### src/rtl/ex_shift_seq_if.sv
// EX-stage <-> shift sequencer handshake: start/annul/operands towards the sequencer,
// stall request, ready and result back to EX.
interface ex_shift_seq_if #(
  parameter int DATA_W = 32
);
  logic              start_i;
  logic              annul_i;
  logic [7:0]        aluop_i;
  logic [4:0]        shamt_i;
  logic [DATA_W-1:0] data_i;
  logic              stallreq_o;
  logic              ready_o;
  logic [DATA_W-1:0] result_o;

  modport master (
    output start_i, annul_i, aluop_i, shamt_i, data_i,
    input  stallreq_o, ready_o, result_o
  );

  modport slave (
    input  start_i, annul_i, aluop_i, shamt_i, data_i,
    output stallreq_o, ready_o, result_o
  );
endinterface

### src/rtl/ex_shift_seq.sv
// Multi-cycle SLL/SRL/SRA: up to STEP bits per BUSY cycle, result ceil(shamt/STEP)+1 cycles after accept.
// Stalls EX until DONE; result held while start_i stays high, annul_i drops the operation at once.
module ex_shift_seq #(
  parameter int STEP   = 4,
  parameter int DATA_W = 32
) (
  input  logic          clk,
  input  logic          rst,
  ex_shift_seq_if.slave bus
);

  localparam logic [7:0] EXE_SLL_OP = 8'b0111_1100;
  localparam logic [7:0] EXE_SRL_OP = 8'b0000_0010;
  localparam logic [7:0] EXE_SRA_OP = 8'b0000_0011;
  localparam logic [4:0] STEP_K     = 5'(STEP);

  typedef enum logic [1:0] {
    S_IDLE,
    S_BUSY,
    S_DONE
  } state_e;

  typedef enum logic [1:0] {
    OP_SLL,
    OP_SRL,
    OP_SRA
  } op_e;

  state_e            state_q, state_d;
  op_e               op_q, op_d;
  logic [4:0]        rem_q, rem_d;
  logic [DATA_W-1:0] acc_q, acc_d;

  op_e               dec_op;
  logic              dec_legal;
  logic [4:0]        k;
  logic              accept;

  always_comb begin
    dec_op    = OP_SLL;
    dec_legal = 1'b1;
    case (bus.aluop_i)
      EXE_SLL_OP: dec_op = OP_SLL;
      EXE_SRL_OP: dec_op = OP_SRL;
      EXE_SRA_OP: dec_op = OP_SRA;
      default:    dec_legal = 1'b0;
    endcase
  end

  assign accept = bus.start_i && !bus.annul_i;
  assign k      = (rem_q < STEP_K) ? rem_q : STEP_K;

  always_comb begin
    state_d = state_q;
    op_d    = op_q;
    rem_d   = rem_q;
    acc_d   = acc_q;

    case (state_q)
      S_IDLE: begin
        if (accept) begin
          op_d  = dec_op;
          rem_d = bus.shamt_i;
          // An illegal op completes immediately with a zero result.
          acc_d = dec_legal ? bus.data_i : '0;
          if (!dec_legal || (bus.shamt_i == 5'd0)) begin
            state_d = S_DONE;
          end else begin
            state_d = S_BUSY;
          end
        end
      end

      S_BUSY: begin
        case (op_q)
          OP_SLL:  acc_d = acc_q << k;
          OP_SRL:  acc_d = acc_q >> k;
          OP_SRA:  acc_d = $unsigned($signed(acc_q) >>> k);
          default: acc_d = '0;
        endcase
        rem_d = rem_q - k;
        if (rem_q == k) begin
          state_d = S_DONE;
        end
      end

      S_DONE: begin
        // Hold the result until EX has dropped start_i, so one request runs once.
        if (!bus.start_i) begin
          state_d = S_IDLE;
        end
      end

      default: state_d = S_IDLE;
    endcase

    if (bus.annul_i) begin
      state_d = S_IDLE;
    end
  end

  always_ff @(posedge clk) begin
    if (rst) begin
      state_q <= S_IDLE;
      op_q    <= OP_SLL;
      rem_q   <= '0;
      acc_q   <= '0;
    end else begin
      state_q <= state_d;
      op_q    <= op_d;
      rem_q   <= rem_d;
      acc_q   <= acc_d;
    end
  end

  assign bus.ready_o    = (state_q == S_DONE);
  assign bus.result_o   = (state_q == S_DONE) ? acc_q : '0;
  assign bus.stallreq_o = !rst && (((state_q == S_IDLE) && accept) || (state_q == S_BUSY));

endmodule

### src/flat_wrapper.sv
// flat-port wrapper written by rule: the top's interface ports become plain ports
module ex_shift_seq_flat 
#(
  parameter int STEP   = 4,
  parameter int DATA_W = 32
)
  (clk, rst, bus_start_i, bus_annul_i, bus_aluop_i, bus_shamt_i, bus_data_i, bus_stallreq_o, bus_ready_o, bus_result_o);
  ex_shift_seq_if #(.DATA_W(DATA_W)) bus_i ();
  input  logic clk;
  input  logic rst;
  input wire logic [$bits(bus_i.start_i)-1:0] bus_start_i;
  input wire logic [$bits(bus_i.annul_i)-1:0] bus_annul_i;
  input wire logic [$bits(bus_i.aluop_i)-1:0] bus_aluop_i;
  input wire logic [$bits(bus_i.shamt_i)-1:0] bus_shamt_i;
  input wire logic [$bits(bus_i.data_i)-1:0] bus_data_i;
  output wire logic [$bits(bus_i.stallreq_o)-1:0] bus_stallreq_o;
  output wire logic [$bits(bus_i.ready_o)-1:0] bus_ready_o;
  output wire logic [$bits(bus_i.result_o)-1:0] bus_result_o;
  assign bus_i.start_i = bus_start_i;
  assign bus_i.annul_i = bus_annul_i;
  assign bus_i.aluop_i = bus_aluop_i;
  assign bus_i.shamt_i = bus_shamt_i;
  assign bus_i.data_i = bus_data_i;
  assign bus_stallreq_o = bus_i.stallreq_o;
  assign bus_ready_o = bus_i.ready_o;
  assign bus_result_o = bus_i.result_o;
  ex_shift_seq #(.STEP(STEP), .DATA_W(DATA_W)) u_core (.clk(clk), .rst(rst), .bus(bus_i));
endmodule
### config.mk
export PLATFORM = sky130hd
export DESIGN_NAME = ex_shift_seq_flat
export DESIGN_NICKNAME = d
export VERILOG_FILES = /design/src/rtl/ex_shift_seq_if.sv /design/src/rtl/ex_shift_seq.sv /design/src/flat_wrapper.sv
export SDC_FILE = /design/constraint.sdc
export NUM_CORES = 1
export LEC_CHECK = 0
export ABC_AREA = 1
export CAP_MARGIN = 20
export CORE_MARGIN = 5
export CORE_UTILIZATION = 41
export CTS_CLUSTER_SIZE = 12
export DETAILED_ROUTE_END_ITERATION = 8
export PLACE_DENSITY = 0.65
export SLEW_MARGIN = 10
export SYNTH_ARGS = -nofsm -noshare
export SYNTH_HDL_FRONTEND = slang
export SYNTH_SLANG_ARGS = --single-unit
### constraint.sdc
create_clock -name clk -period 4.85 [get_ports clk]
set_input_delay 0.7275 -clock clk [delete_from_list [all_inputs] [get_ports clk]]
set_output_delay 0.7275 -clock clk [all_outputs]
set_load 0.005 [all_outputs]
==> impl_metrics.yaml <==
yosys:
  syn_nets: 894
  synth-seq-cells: 41
  syn_inst: 843
  synth_edf_count: 0
  synth_top_area_cell: "nand2_1"
  synth-seq-area-share_pct: 18.62
  synth_top_area_share_pct: 20.44
  synthDistinctLibCells: 31
  yosys_most_used_dff: "dfxtp_1"
  ys_warn_count: 0
  syn_avg_cell_area_sq_um: 5.229
  synthTopCellsByArea: "nand2_1, dfxtp_1, a21oi_1"
  synth.cell_area_sq_mm: 0.004408
  synth-async-reset-ratio_pct: 0
worst_setup_path:
  cp-startpoint: "bus_start_i"
  crit_cells: 8
  worstPathCellList: "clkdlybuf4s50_1 -> inv_1 -> nor2_1 -> nand2_1 -> nand2_2 -> inv_1 -> nor2_1 -> clkdlybuf4s50_1"
  r2r_cells: 9
  rr_startpoint: "u_core.rem_q[4]$_SDFFE_PP0P_"
  slowest_stage: "nand2_2"
  critical_path_class: "input port to output port"
  start_kind: "input port"
  path_max_fanout: 33
  critPathMaxStageDelay_ns: 0.53
  crit_family: "buffers and inverters"
  path_buf_inv: 4
  critPathArrivalTime_ns: 2.88
  end_kind: "output port"
  worst_ep_required_time_ns: 4.12
timing:
  rsz0062_at_grt: "false"
  fin_crit_ns: 3.605
  hold_viol_final: 0
  slew_viol_final: 0
  setup_tns_ns: 0
  timing.fmax_ghz: 0.2774
  fin_crit_sh_pct: 74.34
  tightest_slew_ns: 0.9129
  clock_skew_ns: 0.01952
  finalSetupViolCount: 0
  maxSlewHeadroom_pct: 38.99
pwr:
  p_per_area_mw_per_mm2: 241.5
  leakage_nw: 2.410
  vdd_ir_drop_max_uv: 123.9
final_layout:
  most-common-layout-cells: "nand2_1, a21oi_1, inv_1"
  drive_gt1_share_pct: 3.044
  area_delta_synth_final_pct: 21.00
  n_antenna_cell: 0
  finalNonFillerCells: 1023
  final_common_cell: "nand2_1"
  nets: 937
detailed_routing:
  totalWireLength_um: 15240
  firstDrtPassIters: 6
  topRoutingLayerUsed: "met4"
  wl_met3_um: 1274
  drt-met1-wl_um: 6843
  route.detailed.drc: 0
  drt_iter0_drc: 527
  wl_met2_um: 6972
  via_per_inst: 5.540
  vias: 5667
  routedWlPerCell_um: 14.89
  ant_nets: 0
placed_design:
  io_buffers: 82
  place.gp.congestion: 0.9275
  dp.cells: 1013
  dp_hpwl_um: 10040
cts:
  cts_max_path_buffers: 2
  postCtsSetupBuffers: 0
  cts_hold_buf: 0
  clkLatencyLatePin_ns: 0.31
  cts-root-buf: "clkbuf_8"
  numCtsBuffers: 5
  cts_tree: "yes"
  clk_pin_slew_ns: 0.08
  cts_resized: 0
  cts_sinks: 41
  htree_levels: 2
outcome:
  status: "finished, final reports clean"
hold_path:
  min_from: "u_core.op_q[0]$_SDFFE_PP0P_"
  hold_path.class: "flop to flop"
  holdPathStages: 2
global_route:
  grt_pass1_wl_um: 25890
  grt_remaining_overflow: 0
  antenna_found_initial: 0
  track_usage_pct: 23.49
  grt_max_degree: 69
  grt_pass1_vias: 5458
die:
  ios: 83
  start_util_pct: 42.32
  die_y_um: 113.7
  die-area_sq_mm: 0.01292
  core_sq_mm: 0.01042
  fp-row-count: 37
  die_w_um: 113.7
run:
  maxCapViolations: 0
-- worst min-delay path: stages (launching register included) --
cell and delay [ns]:
dfxtp_1 0.34, nand2_1 0.07, a21oi_1 0.05
-- metal layers --
metal  vias up  global-route usage [%]
met1      2573                   31.90
met2       262                   38.87
met5         -                       0
li1       2819                       -
met4         0                   6.010
met3        13                   3.554
-- flip-flops by register name, summed over array words and instances (netlist names) --
| name | count |
|---|---|
| u_core.rem_q | 5 |
| u_core.state_q | 2 |
| u_core.op_q | 2 |
| u_core.acc_q | 32 |
-- report_power, final --
group	internal, mW	switching [mW]
combinational	0.210	0.370
sequential	0.365	0.0416
clock	0.168	0.133
total	0.744	0.544
-- worst paths after layout --
path / to / slack [ns]
hold reg to reg: u_core.op_q[0]$_SDFFE_PP0P_ / 0.51
setup / recovery: bus_stallreq_o / 1.24
setup reg to reg: u_core.acc_q[27]$_SDFFE_PP0P_ / 1.92
hold / removal: u_core.op_q[0]$_SDFFE_PP0P_ / 0.51
-- synthesized netlist by cell type, types with 4 or more instances --
master      n
nand3_1    64
buf_6       4
nand3b_1   17
nand2_1   240
buf_2      16
nand4_1     7
o21ai_0    69
buf_4       4
a21oi_1    97
dfxtp_1    41
clkbuf_1   27
inv_1      94
o21ai_1    46
nor2_1     87
-- cell families (layout without fill, tap and decap cells) --
| kind of cell | count (synthesis) | after routing | synth area share (%) |
|---|---|---|---|
| AOI/OAI and AO/OA | 219 | 219 | 25.15 |
| xor gates and xnor gates | 1 | 1 | 0.1987 |
| adders and majority gates | 2 | 2 | 0.5676 |
| buffers and inverters | 152 | 196 | 14.45 |
| DFF | 41 | 41 | 18.62 |
| other | 2 | 2 | 0.1704 |
| and+or+nand+nor | 426 | 426 | 40.85 |
-- through the flow --
step | power, mW | setup WS [ns] | area (sq um) | utilization, % | hold slack, ns
after floorplan | 0.8313 | 2.798 | 4408 | - | 0.4426
after global placement | 0.9732 | 1.293 | 5191 | 49.84 | 0.4836
after detailed placement | 0.9758 | 1.229 | 5191 | 49.84 | 0.4968
after CTS | 1.281 | 1.231 | 5308 | 50.96 | 0.5122
after global routing | 1.389 | 1.052 | 5334 | 51.21 | 0.5215
final | 1.288 | 1.245 | 5334 | 51.21 | 0.5072
-- final cells by class --
type | count | area [sq um]
timing repair buffer | 91 | 899.6
sequential | 41 | 820.8
fill | 1145 | 5082
clock inverter | 1 | 30.03
clock buffer | 7 | 86.33
inverter | 97 | 364.1
multi-input combinational | 650 | 2963
tap | 136 | 170.2
Note: power is estimated with default switching activity, not from simulation.
